<file path="src/rtl/elev_pkg.sv">
// Shared types and constants for the LOOK elevator controller.
package elev_pkg;

    typedef enum logic [1:0] {
        IDLE      = 2'd0,
        MOVE_UP   = 2'd1,
        MOVE_DN   = 2'd2,
        DOOR_OPEN = 2'd3
    } state_t;

    localparam logic DIR_UP = 1'b1;
    localparam logic DIR_DN = 1'b0;

endpackage

</file>
<file path="src/rtl/elev_req_scan.sv">
// Combinational request scanner: summarises pending requests relative to a floor.
// Kept free of controller state so a multi-car dispatcher can reuse it.
module elev_req_scan
    import elev_pkg::*;
#(
    parameter int NUM_FLOORS = 8,
    parameter int FLOOR_W    = $clog2(NUM_FLOORS)
) (
    input  logic [NUM_FLOORS-1:0] lamp_up,
    input  logic [NUM_FLOORS-1:0] lamp_dn,
    input  logic [NUM_FLOORS-1:0] lamp_car,
    input  logic [FLOOR_W-1:0]    floor_cur,
    output logic                  any_above,
    output logic                  any_below,
    output logic                  here_up,
    output logic                  here_dn,
    output logic                  here_car
);

    // Classify each floor as above, below or at floor_cur and OR its requests in.
    always_comb begin
        any_above = 1'b0;
        any_below = 1'b0;
        here_up   = 1'b0;
        here_dn   = 1'b0;
        here_car  = 1'b0;
        for (int i = 0; i < NUM_FLOORS; i++) begin
            if (i > int'(floor_cur)) begin
                any_above = any_above | lamp_up[i] | lamp_dn[i] | lamp_car[i];
            end
            if (i < int'(floor_cur)) begin
                any_below = any_below | lamp_up[i] | lamp_dn[i] | lamp_car[i];
            end
            if (i == int'(floor_cur)) begin
                here_up  = here_up  | lamp_up[i];
                here_dn  = here_dn  | lamp_dn[i];
                here_car = here_car | lamp_car[i];
            end
        end
    end

endmodule

</file>
<file path="src/rtl/elevator_look_ctrl.sv">
// Single-car elevator controller using LOOK scheduling with door dwell timer.
// Decisions look at latched lamps OR'd with this cycle's presses so a new
// button is acted on immediately; all outputs come straight from flops.
module elevator_look_ctrl
    import elev_pkg::*;
#(
    parameter int NUM_FLOORS  = 8,
    parameter int FLOOR_W     = $clog2(NUM_FLOORS),
    parameter int DOOR_CYCLES = 4
) (
    input  logic                  clk,
    input  logic                  rst,
    input  logic [NUM_FLOORS-1:0] hall_up,
    input  logic [NUM_FLOORS-1:0] hall_dn,
    input  logic [NUM_FLOORS-1:0] car_req,
    input  logic [FLOOR_W-1:0]    floor_cur,
    input  logic                  floor_valid,
    input  logic                  door_hold,
    output logic                  motor,
    output logic                  direction,
    output logic                  door_open,
    output logic [NUM_FLOORS-1:0] lamp_up,
    output logic [NUM_FLOORS-1:0] lamp_dn,
    output logic [NUM_FLOORS-1:0] lamp_car,
    output logic                  serviced
);

    localparam int              CNT_W    = (DOOR_CYCLES > 1) ? $clog2(DOOR_CYCLES) : 1;
    localparam logic [CNT_W-1:0] CNT_LOAD = CNT_W'(DOOR_CYCLES - 1);

    state_t              state, state_nxt;
    logic                dir_nxt;
    logic [CNT_W-1:0]    door_cnt, cnt_nxt;

    logic [NUM_FLOORS-1:0] up_in, dn_in;
    logic [NUM_FLOORS-1:0] req_up, req_dn, req_car;
    logic [NUM_FLOORS-1:0] floor_hot;
    logic [NUM_FLOORS-1:0] clr_up, clr_dn, clr_car;
    logic                  pos_ok, at_top, at_bot, press_here;
    logic                  any_above, any_below, scan_up, scan_dn, scan_car;
    logic                  here_up, here_dn, here_car, here_any;
    logic                  clr_active, keep_up, keep_dn;

    // The top floor has no up button and the ground floor no down button.
    assign up_in   = hall_up & {1'b0, {(NUM_FLOORS-1){1'b1}}};
    assign dn_in   = hall_dn & {{(NUM_FLOORS-1){1'b1}}, 1'b0};
    assign req_up  = lamp_up  | up_in;
    assign req_dn  = lamp_dn  | dn_in;
    assign req_car = lamp_car | car_req;

    elev_req_scan #(
        .NUM_FLOORS (NUM_FLOORS),
        .FLOOR_W    (FLOOR_W)
    ) u_scan (
        .lamp_up   (req_up),
        .lamp_dn   (req_dn),
        .lamp_car  (req_car),
        .floor_cur (floor_cur),
        .any_above (any_above),
        .any_below (any_below),
        .here_up   (scan_up),
        .here_dn   (scan_dn),
        .here_car  (scan_car)
    );

    // Position qualifiers: a floor index outside the building counts as not level.
    always_comb begin
        pos_ok     = floor_valid && (int'(floor_cur) < NUM_FLOORS);
        at_top     = int'(floor_cur) == NUM_FLOORS - 1;
        at_bot     = floor_cur == '0;
        floor_hot  = '0;
        for (int i = 0; i < NUM_FLOORS; i++) begin
            floor_hot[i] = pos_ok && (int'(floor_cur) == i);
        end
        here_up    = pos_ok && scan_up;
        here_dn    = pos_ok && scan_dn;
        here_car   = pos_ok && scan_car;
        here_any   = here_up || here_dn || here_car;
        press_here = |(floor_hot & (up_in | dn_in | car_req));
    end

    // Next-state, direction and door-counter logic for the LOOK sweep.
    always_comb begin
        state_nxt = state;
        cnt_nxt   = door_cnt;
        unique case (state)
            IDLE: begin
                if (pos_ok) begin
                    if (here_any) begin
                        state_nxt = DOOR_OPEN;
                    end else if (any_above && (direction == DIR_UP || !any_below)) begin
                        state_nxt = MOVE_UP;
                    end else if (any_below) begin
                        state_nxt = MOVE_DN;
                    end
                end
            end
            MOVE_UP: begin
                if (pos_ok && (here_car || here_up || (here_dn && !any_above) || at_top)) begin
                    state_nxt = DOOR_OPEN;
                end
            end
            MOVE_DN: begin
                if (pos_ok && (here_car || here_dn || (here_up && !any_below) || at_bot)) begin
                    state_nxt = DOOR_OPEN;
                end
            end
            DOOR_OPEN: begin
                if (door_hold || press_here) begin
                    cnt_nxt = CNT_LOAD;
                end else if (door_cnt == '0) begin
                    if (direction == DIR_UP && any_above) begin
                        state_nxt = MOVE_UP;
                    end else if (direction == DIR_DN && any_below) begin
                        state_nxt = MOVE_DN;
                    end else if (any_above) begin
                        state_nxt = MOVE_UP;
                    end else if (any_below) begin
                        state_nxt = MOVE_DN;
                    end else begin
                        state_nxt = IDLE;
                    end
                end else begin
                    cnt_nxt = door_cnt - CNT_W'(1);
                end
            end
            default: state_nxt = IDLE;
        endcase

        if (state != DOOR_OPEN && state_nxt == DOOR_OPEN) begin
            cnt_nxt = CNT_LOAD;
        end

        dir_nxt = direction;
        if (state_nxt == MOVE_UP) begin
            dir_nxt = DIR_UP;
        end else if (state_nxt == MOVE_DN) begin
            dir_nxt = DIR_DN;
        end
    end

    // Lamp clears at the served floor; the opposite hall lamp survives only while work remains ahead.
    always_comb begin
        clr_active = pos_ok && (state_nxt == DOOR_OPEN);
        keep_up    = (direction == DIR_DN) && any_below;
        keep_dn    = (direction == DIR_UP) && any_above;
        clr_car    = clr_active ? floor_hot : '0;
        clr_up     = (clr_active && !keep_up) ? floor_hot : '0;
        clr_dn     = (clr_active && !keep_dn) ? floor_hot : '0;
    end

    // Controller state and registered motor/door outputs.
    always_ff @(posedge clk or posedge rst) begin
        if (rst) begin
            state     <= IDLE;
            door_cnt  <= '0;
            direction <= DIR_UP;
            motor     <= 1'b0;
            door_open <= 1'b0;
            serviced  <= 1'b0;
        end else begin
            state     <= state_nxt;
            door_cnt  <= cnt_nxt;
            direction <= dir_nxt;
            motor     <= (state_nxt == MOVE_UP) || (state_nxt == MOVE_DN);
            door_open <= state_nxt == DOOR_OPEN;
            serviced  <= (state != DOOR_OPEN) && (state_nxt == DOOR_OPEN);
        end
    end

    // Request lamps: presses set, service at the open door clears.
    always_ff @(posedge clk or posedge rst) begin
        if (rst) begin
            lamp_up  <= '0;
            lamp_dn  <= '0;
            lamp_car <= '0;
        end else begin
            lamp_up  <= req_up  & ~clr_up;
            lamp_dn  <= req_dn  & ~clr_dn;
            lamp_car <= req_car & ~clr_car;
        end
    end

endmodule

</file>
<file path="config.mk">
export PLATFORM = sky130hd
export DESIGN_NAME = elevator_look_ctrl
export DESIGN_NICKNAME = d
export VERILOG_FILES = /design/src/rtl/elev_pkg.sv /design/src/rtl/elev_req_scan.sv /design/src/rtl/elevator_look_ctrl.sv
export SDC_FILE = /design/constraint.sdc
export NUM_CORES = 1
export LEC_CHECK = 0
export ABC_AREA = 1
export CORE_MARGIN = 4
export CORE_UTILIZATION = 50
export CTS_CLUSTER_SIZE = 8
export DETAILED_ROUTE_END_ITERATION = 7
export PLACE_DENSITY = 0.95
export SLEW_MARGIN = 20
export SYNTH_ARGS = -nofsm -noshare
export SYNTH_HDL_FRONTEND = slang
export SYNTH_SLANG_ARGS = --single-unit
</file>
<file path="constraint.sdc">
create_clock -name clk -period 7.4 [get_ports clk]
set_clock_uncertainty 0.05 [all_clocks]
set_input_delay 1.11 -clock clk [delete_from_list [all_inputs] [get_ports clk]]
set_output_delay 1.11 -clock clk [all_outputs]
set_load 0.05 [all_outputs]
</file>
# == After elaboration in Yosys (flattened, before gate mapping) ==
# Cells that the tools add are included.
# W data, S select, Z words.
# word_totals
reg_bits,32
inputBits,31
word_cells,225
# op_classes
n_addsub,1
n_lt_le_gt_ge,14
eq_ne,22
muxes,60
bitwise,74
reduce_logical,45
# op_table
operator,count
$or A1 B1 Y1,61
$mux W1,40
$and A8 B8 Y8,4
$mux W2,16
$mux W8,3
$not A8 Y8,3
$or A8 B8 Y8,3
$logic_and A1 B1 Y1,22
$eq A3 B3 Y1 const A,4
$eq A3 B3 Y1 const B,4
$gt A3 B3 Y1 const A,4
$logic_or A1 B1 Y1,11
$lt A3 B3 Y1 const A,3
$eq A2 B2 Y1 const B,4
$or A7 B8 Y8,1
$or A8 B7 Y8,1
$pmux W2 S4,1
$reduce_or A8 Y1,1
$eq A2 B3 Y1 const A,2
$eq A3 B2 Y1 const B,2
$gt A2 B3 Y1 const A,2
$logic_not A3 Y1,2
$lt A1 B3 Y1 const A,2
$lt A2 B3 Y1 const A,2
12 further kinds,18

# == Logic depth before layout (Yosys ltp) ==
# Gate-level depths: netlist of the first run.
# depth
ltp_word,41
ltp_mapped,24
mapped_depth_nobuf,24

# == By module ==
# From an unflattened synthesis of the first run, not the netlist that was laid out.
# unflattened
cells_unflattened,300
hier_area_um2,2164.6
# by_module_without_submodules
module,n_inst,cells_per_inst,area_per_inst_um2
elevator_look_ctrl,1,220,1788.0
elev_req_scan,1,80,376.6

# == Worst setup path before layout of the first run ==
# OpenSTA, ideal clock, no wires.
# synth_path
path_kind,input port to flip-flop
startpoint,input car_req[3]
endpoint,register lamp_up[1]
setup_ps,134
t_arrival_ps,3009
required_time_ps,7216
slack_ps,4207
stages,12
path_buffers,0
path_cell_list,or2_2 > nor2_1 > nand4_1 > a21oi_2 > nand2_2 > nand2_1 > nand2_2 > o211ai_1 > ha_1 > nand2_1 > a21oi_1 > a21oi_1
# synth_between
elab_chain_cells,32
elab_cells_between_ends,85
classes_between,eq/ne: 1; mux: 28; bitwise: 33; reduce/logical: 23
# synth_lines
element,line_no,text
start: declaration,elevator_look_ctrl.sv:15,"input logic [NUM_FLOORS-1:0] car_req,"
branches (longest 25 deep; another with $or A8 B8 Y8),n/a,
$pmux W2 S4 (*),elevator_look_ctrl.sv:86,unique case (state)
net state_nxt[0],elevator_look_ctrl.sv:31,"state_t state, state_nxt;"
$eq A2 B2 Y1 (*),elevator_look_ctrl.sv:144,clr_active = pos_ok && (state_nxt == DOOR_OPEN);
$logic_and A1 B1 Y1 (*),elevator_look_ctrl.sv:144,
$logic_and A1 B1 Y1 (*),elevator_look_ctrl.sv:148,clr_up = (clr_active && !keep_up) ? floor_hot : '0;
$mux W8 (*),elevator_look_ctrl.sv:148,
$not A8 Y8 (*),elevator_look_ctrl.sv:178,lamp_up <= req_up & ~clr_up;
$and A8 B8 Y8 (*),elevator_look_ctrl.sv:178,
end signal: assignment,elevator_look_ctrl.sv:178,
end: declaration,elevator_look_ctrl.sv:22,"output logic [NUM_FLOORS-1:0] lamp_up,"
# Mark *: on every way through the listed nets, which the timed path passes.
# A chain may end at the register's enable or synchronous reset.

# == Worst setup path in the final report of the first run ==
# layout_path
startpoint,input floor_cur[0]
endpoint,register lamp_up[2]
# layout_between
elab_chain_cells,39
elab_cells_between_ends,177
classes_between,order compare: 14; eq/ne: 15; mux: 52; bitwise: 60; reduce/logical: 36
# layout_lines
element,line_no,text
start: declaration,elevator_look_ctrl.sv:16,"input logic [FLOOR_W-1:0] floor_cur,"
$lt A1 B3 Y1 / $gt A1 B3 Y1 (equally long branches),"elev_req_scan.sv:31, elev_req_scan.sv:28",
$mux W1 (on tied branches),"elev_req_scan.sv:31, elev_req_scan.sv:28",
$or A1 B1 Y1 (on tied branches) (3 in a row),"elev_req_scan.sv:32, elev_req_scan.sv:29",
$mux W1 (on tied branches),"elev_req_scan.sv:31, elev_req_scan.sv:28",
$or A1 B1 Y1 (on tied branches) (3 in a row),"elev_req_scan.sv:32, elev_req_scan.sv:29",
$mux W1 (on tied branches),"elev_req_scan.sv:31, elev_req_scan.sv:28",
$or A1 B1 Y1 (on tied branches) (3 in a row),"elev_req_scan.sv:32, elev_req_scan.sv:29",
$mux W1 (on tied branches),"elev_req_scan.sv:31, elev_req_scan.sv:28",
(+18 left out),n/a,
$pmux W2 S4 (*),elevator_look_ctrl.sv:86,
net state_nxt[0],elevator_look_ctrl.sv:31,
$eq A2 B2 Y1 (*),elevator_look_ctrl.sv:144,
$logic_and A1 B1 Y1 (*),elevator_look_ctrl.sv:144,
$logic_and A1 B1 Y1 (*),elevator_look_ctrl.sv:148,
$mux W8 (*),elevator_look_ctrl.sv:148,
$not A8 Y8 (*),elevator_look_ctrl.sv:178,
$and A8 B8 Y8 (*),elevator_look_ctrl.sv:178,
# Mark *: on every way through the listed nets, which the timed path passes. The rest lies on a longest branch.

==> results of run 1 <==
## per-layer routing
layer	track usage	wire length, µm
met1	0.301	2410
met2	0.382	2620
met3	0.0475	385
met4	0.0851	147
met5	0	0
## synth_stat cells
library cell,n
inv_2,7
o22a_1,1
o211ai_1,1
a31oi_1,1
ha_1,3
o21ai_0,6
a21oi_2,3
a22oi_1,1
or2_0,1
o21ai_2,1
dfstp_2,1
nor4_1,1
a22o_1,1
nand3_1,14
nand4_1,2
or3_1,2
nor3_1,5
a21oi_1,20
nand3_2,4
nor2_1,51
buf_6,1
or2_2,1
o221a_1,1
inv_1,30
nor2_4,1
buf_4,1
nand2_2,8
nor2_2,2
o21ai_1,4
nand2_1,44
dfrtp_1,31
nand2_4,1
o22ai_1,12
## cell usage in the layout (no fill, tap or decap)
cell type,n
clkinv_2,2
o22ai_1,12
dfrtp_1,31
nor4_1,1
nor2_2,2
nand2_4,1
o21ai_2,1
o21ai_1,4
o211ai_1,1
nand4_1,2
o221a_1,1
clkdlybuf4s50_1,56
buf_4,1
o22a_1,1
or2_0,1
nand3_1,14
nand2_1,44
ha_1,3
o21ai_0,6
or2_2,1
or3_1,2
nor2_1,51
a31oi_1,1
a22oi_1,1
nand3_2,4
nor2_4,1
inv_2,7
a22o_1,1
nor3_1,5
a21oi_1,20
a21oi_2,3
clkbuf_8,6
inv_1,30
dfstp_2,1
nand2_2,8
## cells by family after synthesis
kind of cell,after synthesis,synth area share
adders and majority gates,3,0.0195
AOI/OAI and AO/OA,52,0.161
DFF,32,0.416
buffers and inverters,39,0.0818
and+or+nand+nor,137,0.322
## power by group through the flow
stage | sequential [W] | clock [W] | combinational (W)
after floorplan | 0.000303 | 0 | 0.0000960
after global placement | 0.000223 | 0 | 0.000263
after detailed placement | 0.000225 | 0 | 0.000267
after CTS | 0.000222 | 0.000140 | 0.000270
after global routing | 0.000226 | 0.000150 | 0.000288
final | 0.000222 | 0.000139 | 0.000269
## final timing paths
kind	to	slack (ns)
max	lamp_up[2]$_DFF_PP0_	3.06
min	door_cnt[0]$_DFFE_PP0P_	0.47
max reg2reg	lamp_up[2]$_DFF_PP0_	4.07
min reg2reg	door_cnt[0]$_DFFE_PP0P_	0.47
max in group asynchronous	direction$_DFFE_PP1P_	5.83
min in group asynchronous	lamp_up[4]$_DFF_PP0_	1.15
## flip-flops by register name, summed over array words and instances (netlist names)
name       count
lamp_dn        8
state          2
door_open      1
lamp_car       8
motor          1
lamp_up        8
serviced       1
direction      1
door_cnt       2
## through the flow
stage	power (W)	std cells
2_1_floorplan	0.000399	263
4_1_cts	0.000631	374
6_report	0.000631	374
3_3_place_gp	0.000486	366
3_5_place_dp	0.000492	366
5_1_grt	0.000663	374
## critical path: stages
cell,delay [ns]
clkdlybuf4s50_1,0.63
inv_2,0.21
nand3_1,0.22
o22ai_1,0.24
nor2_1,0.07
a31oi_1,0.23
nand3_1,0.11
nand2_1,0.07
nand3_1,0.06
nand2_1,0.08
nand2_1,0.05
o211ai_1,0.14
ha_1,0.25
nand2_1,0.27
a21oi_1,0.52
a21oi_1,0.14
## cell type report
cell class | count | area, µm² | share of cell area
Clock buffer | 6 | 82.6 | 0.0314
Clock inverter | 2 | 10.0 | 0.00381
Inverter | 37 | 139 | 0.0528
Multi-Input combinational cell | 192 | 968 | 0.368
Sequential cell | 32 | 802 | 0.305
Tap cell | 48 | 60.1 | 0.0228
Timing Repair Buffer | 57 | 568 | 0.216
==> results.md, run 1 <==
Status:
- The run finished with clean final reports.

STA:
- Setup repair after global routing left no endpoint under its margin.
- The final-report hold violation count came to 0.
- The tightest hold path in the finished design has a slack of 0.475 ns.
- The actual transition at the worst max-transition pin is 0.509 ns.
- For this run, the top clock speed supported by timing is ~230 MHz.
- The final critical-path required period is 4.34 ns.
- The tightest slew margin relative to the limit is 0.660.
- The post-route worst setup slack is 3.06 ns.
- Setup violations remaining at the end of the flow were counted as 0.
- The sum of negative setup slack is 0 ns.
- Of the available clock period, the critical path in the final layout requires 0.586.
- The total count of max-transition violations in the final report is 0.

Synth:
- The share of the Yosys chip area taken by registers is 0.416.
- The post-synth design cell area is 1930 µm².
- The share of synthesized area in the top cell type comes to 0.402.
- The cell accounting for the most synthesized area is dfrtp_1.
- The count of mapped cells out of synthesis is 263.
- The net count after synthesis is 297.
- The number of distinct library cells after synthesis is 33.
- The Yosys step of the flow raised 0 warnings.
- The mean instance size in the synthesized netlist is between 7 and 8 µm².
- After synthesis, the cell types taking the most area are dfrtp_1 40%, nor2_1 9.9%, nand2_1 8.6%.
- The number of synthesized register bits is 32.

Power and ir drop:
- The leakage power is around 1.1 nW.
- The share of power burned in combinational logic is 0.427.
- The sequential power share is 0.352.
- The internal portion of total power is 0.000367 W.
- The power density of the placed cells is 240 nW/µm².
- Across the VDD grid, the largest voltage drop is 0.000217 V.
- The analysis attributes to net switching a power of between 0.0002 and 0.0003 W.
- The part of the power in the clock network is 0.221.
- Of the total power, the share spent switching nets is 0.417.

Route:
- The detailed router's first-iteration violation count is about 150.
- The routed design has approximately 5600 µm of wire.
- The residual DRC count is 0.
- The first TritonRoute pass finished after 4 iterations.
- In this run the remaining antenna-violating nets after routing total 0.
- Dividing the detail-routed via count by the number of cells gives 5.45.
- Detailed routing inserted a total of a little over 2000 vias.
- In the final routed layout, each cell accounts on average for about 15 µm.

Final layout:
- The repair_antennas step left the layout with diodes totalling 0.
- Compared with the post-synthesis result, the final layout area differs by 36.4%.
- The post-route cell area is 2630 µm².
- In the final layout, the share of cells above drive strength 1 is 0.117.
- Measured on the finished design, the core utilization comes to 0.713.
- The final layout contains ~360 nets.
- The filler cells instantiated in the layout total around 310.

Worst setup path:
- At the worst endpoint, the arrival time is 4.43 ns.
- The critical path required time is 7.49 ns.
- STA classifies the critical path startpoint as an input pin.
- The worst setup path is captured at a register.
- The startpoint of the most critical register-to-register path is lamp_dn[3]$_DFF_PP0_.
- The worst register-to-register path has a depth of 13.
- The type of the worst setup path is input pin to register.
- Along the worst path, the maximum fanout reaches 9.
- Tracing the worst setup path back leads to its startpoint at floor_cur[0].

Run:
- The tool flagged a number of max-cap violations equal to 0.

Floorplan:
- The I/O pin count is ~60.
- The floorplan die width is 70.1 µm.
- The floorplan die height is 70.1 µm.
- The count of standard-cell rows is 22.
- For this configuration, the core starts out at a cell density of 0.523.
- The core region is 3690 µm².
- The floorplan step defined a die boundary enclosing 4910 µm².

CTS:
- The number of H-tree levels is 2.
- The number of buffers created by CTS is 5.
- Clock-pin slew was measured on the worst setup and hold paths at 0.07 ns.
- The clock passes through at most 2 buffers.
- The count of hold-fix buffers inserted at cts is 0.
- The clock sink total is 32.
- After clock tree synthesis, the setup repair step added 0 buffers.
- The quantity of gates resized following cts is 0.
- The root buffer selected by CTS is clkbuf_8.
- Clock latency on the worst-skew pair, taken at its later pin, is approximately 0.28 ns.
- TritonCTS built the clock tree.

Placement:
- The sum of net half-perimeters after detailed placement is roughly 4500 µm.
- After detailed placement, the total cell area comes to approximately 2500 µm².
- Prior to clock tree synthesis, the placed netlist has a worst setup slack of 2.89 ns.
- Input and output buffers added on the ports amount to 56.
- The final RePlAce weighted congestion is 0.937.

GRT:
- The maximum number of pins on one net before global-route repair is 33.
- The first-pass GRT wire length is 8990 µm.
- In the global route stage, overall resource usage came out at 0.232.
- The number of global-route vias before repair is 1943.
- The initial antenna violation count is 0.
- Global routing finished with a remaining overflow of 0.

Worst hold path:
- Along the worst hold path, the cell count comes to 2.
- The hold path startpoint is door_cnt[0]$_DFFE_PP0P_.
- The classification of the worst-slack hold path is register to register.
Power figures use the tool's default switching activity.
==> run 2: changes to the inputs <==
--- a/config.mk
+++ b/config.mk
@@ -7,10 +7,10 @@
 export LEC_CHECK = 0
 export ABC_AREA = 1
 export CORE_MARGIN = 4
-export CORE_UTILIZATION = 50
+export CORE_UTILIZATION = 42
 export CTS_CLUSTER_SIZE = 8
 export DETAILED_ROUTE_END_ITERATION = 7
-export PLACE_DENSITY = 0.95
+export PLACE_DENSITY = 0.87
 export SLEW_MARGIN = 20
 export SYNTH_ARGS = -nofsm -noshare
 export SYNTH_HDL_FRONTEND = slang
==> constraint.sdc (replaced) <==
create_clock -name clk -period 3.95 [get_ports clk]
set_clock_uncertainty 0.05 [all_clocks]
set_input_delay 0.5925 -clock clk [delete_from_list [all_inputs] [get_ports clk]]
set_output_delay 0.5925 -clock clk [all_outputs]
set_load 0.05 [all_outputs]
==> run 2 against run 1 <==
Total power grew 89%; routed wire length increased by 1.7%; global-route usage down 2.1 points; final cell count increased by 2.9%; first-iteration DRC count grew 3.2%; utilization shrank 10 points; setup slack worse by 2.6 ns; die area grew 17%; clock power increased by 87%; critical path type unchanged; sequential power is 87% higher; largest cell class unchanged; non-clock buffer count is 7 higher; design area grew 2.1%.
==> results.md, run 2 (synthesized netlist as in run 1, its figures left out) <==
Status:
- The flow ran to the end, and the final reports show no timing, DRC or antenna violations.

Final layout:
- The non-filler instance count after layout is 385 (+2.9%).
- In the final layout, the registers with the most flip-flops are lamp_car: 8 flops, lamp_dn: 8 flops, lamp_up: 8 flops.
- The layout filler cell count came to 425 (+35%).
- Leaving out fill and tap cells, the most frequent cell in the layout is clkdlybuf4s50_1.
- The footprint of the multi-input gates is 968 µm² (unchanged).
- Compared with the post-synthesis result, the final layout area differs by 39.3%.
- The library cells used most frequently in the layout, excluding fill and tap cells, are 56 x clkdlybuf4s50_1, 51 x nor2_1, 44 x nand2_1, 31 x dfrtp_1, 30 x inv_1.
- The antenna diode instance count came to 0 (unchanged).
- The fraction of final layout cells sized beyond drive strength 1 came to 0.129 (+0.0126).
- The combined flip-flop and latch cell area is 802 µm² (unchanged).
- The fraction of the core area covered by cells at the end of the flow was 0.612 (-0.101).
- The number of nets in the final layout is 366 (+1.9%).

Worst setup path:
- The buffers plus inverters on the worst setup path is 3 (+1).
- The library cell contributing the largest single delay on the critical path is clkdlybuf4s50_1.
- The type of the worst setup path is input pin to register.
- The critical-path maximum fanout is 7 (-2).
- The kind of start point of the critical path is an input pin.
- Counting stages on the worst path, the most repeated cell is nand2_1.
- The worst endpoint data arrival time came to 3.58 ns (-0.85 ns).
- The critical path goes through clkdlybuf4s50_1, inv_2, nand3_2, nand2_1, inv_1, o21ai_1, a21oi_2, nand2_2, nand2_1, nand2_2, o211ai_1, ha_1, nand2_1, a21oi_2, a21oi_1.
- The largest stage delay on the critical path is 0.64 ns (about the same).
- The category of the worst setup path capture point is a register.
- Among cell families on the critical path, the largest total delay comes from compound AO/OA/AOI/OAI gates.
- The critical path required time is 4.04 ns (-3.45 ns).

STA:
- In the finished design, the share of the clock period the worst path needs comes to 0.884.
- The actual transition at the worst max-transition pin came to 0.512 ns (+0.00285 ns).
- The tightest slew margin relative to the limit is 0.658 (-0.00190).
- The final-report setup violation count is 0 (unchanged).
- The total count of max-transition violations in the final report is 0 (unchanged).
- The clock period could shrink to 3.49 ns.
- Setup repair after global routing left no endpoint under its margin.
- The achievable clock frequency is 286 MHz.
- The final-report hold violation count was 0 (unchanged).
- The sum of negative setup slack is 0 ns (unchanged).

Route:
- The remaining antenna violation count after routing was 0 (unchanged).
- The final wirelength is 5660 µm (+1.7%).
- The residual DRC count is 0 (unchanged).
- The count of TritonRoute iterations in the first routing pass is 4 (unchanged).
- The number of vias after detailed routing is 2034 (-0.25%).
- The detailed-route vias per instance is 5.28 (-3.1%).
- The detailed-route wire length per cell was 14.7 µm (-1.2%).
- The detailed router's first-iteration violation count is 159 (+3.2%).

Power and ir drop:
- The power consumption came to 0.00119 W (+89%).
- The worst ir drop on vdd is 0.000389 V (+79%).
- The power density of the placed cells is 443 nW/µm² (+85%).
- The leakage power is 1.17 nW (+2.7%).

Floorplan:
- The floorplan die width came to 75.8 µm (+8.1%).
- The starting density of the core is 0.440 (-0.0829).
- The die area was 5740 µm² (+17%).
- The I/O pin count is 59 (unchanged).
- The count of standard-cell rows is 24 (+9.1%).
- The area of the core was 4380 µm² (+19%).
- The floorplan die height is 75.8 µm (+8.1%).

GRT:
- The global route total overflow was 0 (unchanged).
- The maximum number of pins on one net before global-route repair is 33 (unchanged).
- The global-route usage over all layers is 0.211 (-0.0209).
- The initial antenna violation count was 0 (unchanged).
- The first-pass GRT wire length came to 9250 µm (+2.8%).
- The number of global-route vias before repair was 2028 (+4.4%).

Placement:
- The number of placed instances with taps included is 377 (+3.0%).
- The number of port buffers is 56 (unchanged).
- The sum of net half-perimeters after detailed placement is 4580 µm (+2.7%).
- The final RePlAce weighted congestion is 0.959 (+2.3%).

Worst hold path:
- The classification of the worst-slack hold path is register to register.

CTS:
- The worst-skew pair later-pin latency came to 0.28 ns (about the same).
- The count of hold-fix buffers inserted at cts is 0 (unchanged).
- The clock tree from TritonCTS is done.
- The number of buffers created by CTS is 5 (unchanged).
- The number of H-tree levels is 2 (unchanged).
- The buffer count from post-CTS setup fixing is 0 (unchanged).
- The clock transition time at the flip-flop clock pins of the worst setup and hold paths is 0.06 ns (about the same).
- The clock sink total is 32 (unchanged).
- The quantity of gates resized following cts is 0 (unchanged).
- The maximum clock insertion buffer count is 2 (unchanged).
- In this run the clock root is driven by a clkbuf_8.

Run:
- The count of max-cap constraint violations is 0 (unchanged).
-- run 2: cell types whose count changed in the layout (fill, tap and decap cells not counted) --
cell,previous run,this run
buf_4,1,8
clkbuf_1,0,2
clkinv_2,2,0
-- run 2: final timing paths --
kind,start,to,depth (start not counted),slack [ns]
worst max-delay path,floor_cur[2],lamp_dn[4]$_DFF_PP0_,15,0.46
worst max register to register,lamp_up[3]$_DFF_PP0_,lamp_dn[4]$_DFF_PP0_,13,0.87
min in group asynchronous,rst,lamp_up[1]$_DFF_PP0_,3,0.65
worst min-delay path,door_cnt[1]$_DFFE_PP0P_,door_cnt[1]$_DFFE_PP0P_,2,0.46
max in group asynchronous,rst,direction$_DFFE_PP1P_,3,2.87
worst min register to register,door_cnt[1]$_DFFE_PP0P_,door_cnt[1]$_DFFE_PP0P_,2,0.46
-- run 2: final cells by class --
class | instances | area share
flip-flops and latches | 32 | 0.299
inverters | 37 | 0.0517
well taps | 52 | 0.0242
clock buffers | 8 | 0.0336
repair buffers | 64 | 0.231
multi-input cells | 192 | 0.361
-- run 2: tightest hold or removal path, delay by kind of cell, from the launching register on --
kind,cells,cell delay (ns)
flops,1,0.34
compound gates,2,0.13
-- run 2: layer usage --
| metal | up-vias | wire, µm | GRT usage |
|---|---|---|---|
| li1 | 1006 | - | - |
| met2 | 79 | 2670 | 0.346 |
| met5 | - | 0 | 0 |
| met3 | 9 | 402 | 0.0317 |
| met1 | 940 | 2510 | 0.290 |
| met4 | 0 | 82 | 0.0583 |
-- run 2: where the power goes --
part / leakage [nW] / total (W) / internal, W / switching, W
Clock: 0.0455 / 0.000260 / 0.000142 / 0.000118
Sequential: 0.310 / 0.000415 / 0.000384 / 0.0000304
Combinational: 0.811 / 0.000515 / 0.000176 / 0.000339
-- run 2: stage by stage --
stage,setup WS (ns),cell area [µm²],hold slack (ns)
floorplan,1.23,1930,0.415
global placement,0.242,2590,0.431
detailed placement,0.220,2590,0.452
CTS,0.516,2690,0.463
global route,0.0936,2690,0.494
finish,0.457,2690,0.456
==> run 3: changes to the inputs <==
--- a/config.mk
+++ b/config.mk
@@ -6,10 +6,12 @@
 export NUM_CORES = 1
 export LEC_CHECK = 0
 export ABC_AREA = 1
+export ABC_CLOCK_PERIOD_IN_PS = 3950
 export CORE_MARGIN = 4
 export CORE_UTILIZATION = 42
 export CTS_CLUSTER_SIZE = 8
 export DETAILED_ROUTE_END_ITERATION = 7
+export MAX_ROUTING_LAYER = met4
 export PLACE_DENSITY = 0.87
 export SLEW_MARGIN = 20
 export SYNTH_ARGS = -nofsm -noshare
==> run 3 against run 2 <==
Design area shrank 0.28%; first-iteration DRC count shrank 6.9%; final cell count shrank 0.26%; utilization shrank 0.17 points.
==> results.md, run 3 (synthesized netlist as in run 1, its figures left out) <==
Worst setup path:
- The worst setup path is captured at a register.
- STA classifies the critical path startpoint as an input pin.
- The register-to-register setup slack was 0.92 ns (+0.05 ns).
- The critical path required time is 4.05 ns (about the same).
- The worst endpoint data arrival time is 3.55 ns (-0.03 ns).
- The critical-path maximum fanout is 8 (+1).
- The type of the worst setup path is input pin to register.

Route:
- The remaining antenna violation count after routing is 0 (unchanged).
- The residual DRC count was 0 (unchanged).
- The count of TritonRoute iterations in the first routing pass was 4 (unchanged).
- The detailed-route vias per instance is 5.28 (about the same).
- The number of vias after detailed routing is 2029 (-0.25%).
- The detailed router's first-iteration violation count is 148 (-6.9%).
- The detailed-route wire length per cell is 14.9 µm (+1.4%).
- The final wirelength is 5720 µm (+1.1%).

CTS:
- The count of hold-fix buffers inserted at cts came to 0 (unchanged).
- CTS placed an instance of clkbuf_8 at the clock tree root.
- The clock sink total was 32 (unchanged).
- TritonCTS built the clock tree.
- The number of H-tree levels is 2 (unchanged).
- The maximum clock insertion buffer count came to 2 (unchanged).
- The buffer count from post-CTS setup fixing is 0 (unchanged).
- The worst-skew pair later-pin latency is 0.28 ns (about the same).
- The number of buffers created by CTS is 5 (unchanged).
- The quantity of gates resized following cts is 0 (unchanged).
- The clock transition time at the flip-flop clock pins of the worst setup and hold paths is 0.06 ns (about the same).

STA:
- The minimum hold slack is 0.448 ns (-0.00822 ns).
- The tightest slew margin relative to the limit came to 0.649 (-0.00887).
- The final cycle utilization of the critical path is 0.872 (-0.0120).
- The sum of negative setup slack is 0 ns (unchanged).
- The post-route worst setup slack is 0.505 ns (+0.0475 ns).
- The final critical-path required period was 3.45 ns (-0.0475 ns).
- The achievable clock frequency is 290 MHz (+1.4%).
- The actual transition at the worst max-transition pin is 0.525 ns (+0.0133 ns).
- The total count of max-transition violations in the final report was 0 (unchanged).
- The final-report setup violation count was 0 (unchanged).
- The final-report hold violation count was 0 (unchanged).
- Setup repair after global routing left no endpoint under its margin.

Worst hold path:
- The classification of the worst-slack hold path is register to register.

Final layout:
- The fraction of the core area covered by cells at the end of the flow is 0.611 (-0.00171).
- Leaving out fill and tap cells, the most frequent cells in the layout are 56 x clkdlybuf4s50_1, 51 x nor2_1, 44 x nand2_1, 31 x dfrtp_1, 30 x inv_1.
- The fraction of final layout cells sized beyond drive strength 1 is 0.127 (-0.00262).
- The layout filler cell count is 405 (-4.7%).
- The number of nets in the final layout is 365 (-0.27%).
- Leaving out fill and tap cells, the most frequent cell in the layout is clkdlybuf4s50_1.
- The area growth from synthesis to layout is 38.9%.
- In the final layout, the registers with the most flip-flops are lamp_car: 8 flops, lamp_dn: 8 flops, lamp_up: 8 flops.
- The combined flip-flop and latch cell area is 802 µm² (unchanged).
- The footprint of the multi-input gates came to 968 µm² (unchanged).
- The antenna diode instance count is 0 (unchanged).

Placement:
- The final RePlAce weighted congestion is 0.964 (+0.51%).
- The worst-case setup slack after placement is 0.291 ns (+0.0702 ns).
- The number of port buffers is 56 (unchanged).
- The sum of net half-perimeters after detailed placement was 4610 µm (+0.67%).

GRT:
- The number of global-route vias before repair was 2042 (+0.69%).
- The first-pass GRT wire length is 9300 µm (+0.59%).
- The global-route usage over all layers is 0.221 (+0.00972).
- The maximum number of pins on one net before global-route repair is 33 (unchanged).
- The global route total overflow is 0 (unchanged).
- The initial antenna violation count is 0 (unchanged).

Floorplan:
- The I/O pin count came to 59 (unchanged).
- The die area was 5740 µm² (unchanged).
- The area of the core came to 4380 µm² (unchanged).
- The count of standard-cell rows is 24 (unchanged).
- The floorplan die width came to 75.8 µm (unchanged).
- The floorplan die height was 75.8 µm (unchanged).
- The starting density of the core is 0.440 (unchanged).

Status:
- The run finished with clean final reports.

Run:
- The count of max-cap constraint violations came to 0 (unchanged).

Power and ir drop:
- The worst ir drop on vdd is 0.000284 V (-27%).
- The power density of the placed cells is 445 nW/µm² (+0.41%).
- The leakage power came to 1.16 nW (-0.47%).
[run 3: cell types whose count changed in the layout (fill, tap and decap cells not counted)]
cell	before	now
buf_4	8	7
[run 3: path summary, 6_finish.rpt]
| check | start | end | cells after the start |
|---|---|---|---|
| min in group asynchronous | rst | lamp_up[1]$_DFF_PP0_ | 3 |
| max in group asynchronous | rst | direction$_DFFE_PP1P_ | 3 |
| hold / removal | door_cnt[1]$_DFFE_PP0P_ | door_cnt[1]$_DFFE_PP0P_ | 2 |
| hold reg to reg | door_cnt[1]$_DFFE_PP0P_ | door_cnt[1]$_DFFE_PP0P_ | 2 |
| setup reg to reg | lamp_up[3]$_DFF_PP0_ | lamp_up[7]$_DFF_PP0_ | 14 |
| setup / recovery | floor_cur[0] | lamp_up[7]$_DFF_PP0_ | 17 |
[run 3: stage by stage]
step	instance area (µm²)	total power, W	cells
after detailed placement	2590	0.000934	376
after CTS	2680	0.00120	384
after global routing	2680	0.00126	384
after floorplan	1930	0.000747	263
after global placement	2590	0.000926	376
final	2680	0.00119	384
[run 3: worst max-delay path: stages]
cell and delay [ns]:
clkdlybuf4s50_1 0.63, inv_2 0.20, nand3_1 0.20, o22ai_1 0.21, nor2_1 0.08, a31oi_1 0.23, nand3_1 0.11, nand2_1 0.08
nand3_1 0.06, nand2_1 0.07, nand2_1 0.04, o211ai_1 0.15, ha_1 0.26, nand2_1 0.12, buf_4 0.19, nor2_1 0.21
a21oi_1 0.10
[run 3: power breakdown]
part / leakage, nW / total, W / internal (W) / switching, W
Sequential: 0.310 / 0.000415 / 0.000384 / 0.0000304
Clock: 0.0455 / 0.000260 / 0.000142 / 0.000118
Combinational: 0.806 / 0.000516 / 0.000176 / 0.000340
[run 3: layer usage]
| layer | wire length [µm] | GRT usage |
|---|---|---|
| met3 | 390 | 0.0277 |
| met4 | 127 | 0.0757 |
| met2 | 2690 | 0.348 |
| met5 | 0 | - |
| met1 | 2510 | 0.293 |
[run 3: layout make-up]
class                   instances  area share
repair buffers                 63       0.229
flip-flops and latches         32       0.300
well taps                      52      0.0243
inverters                      37      0.0519
clock buffers                   8      0.0336
multi-input cells             192       0.362
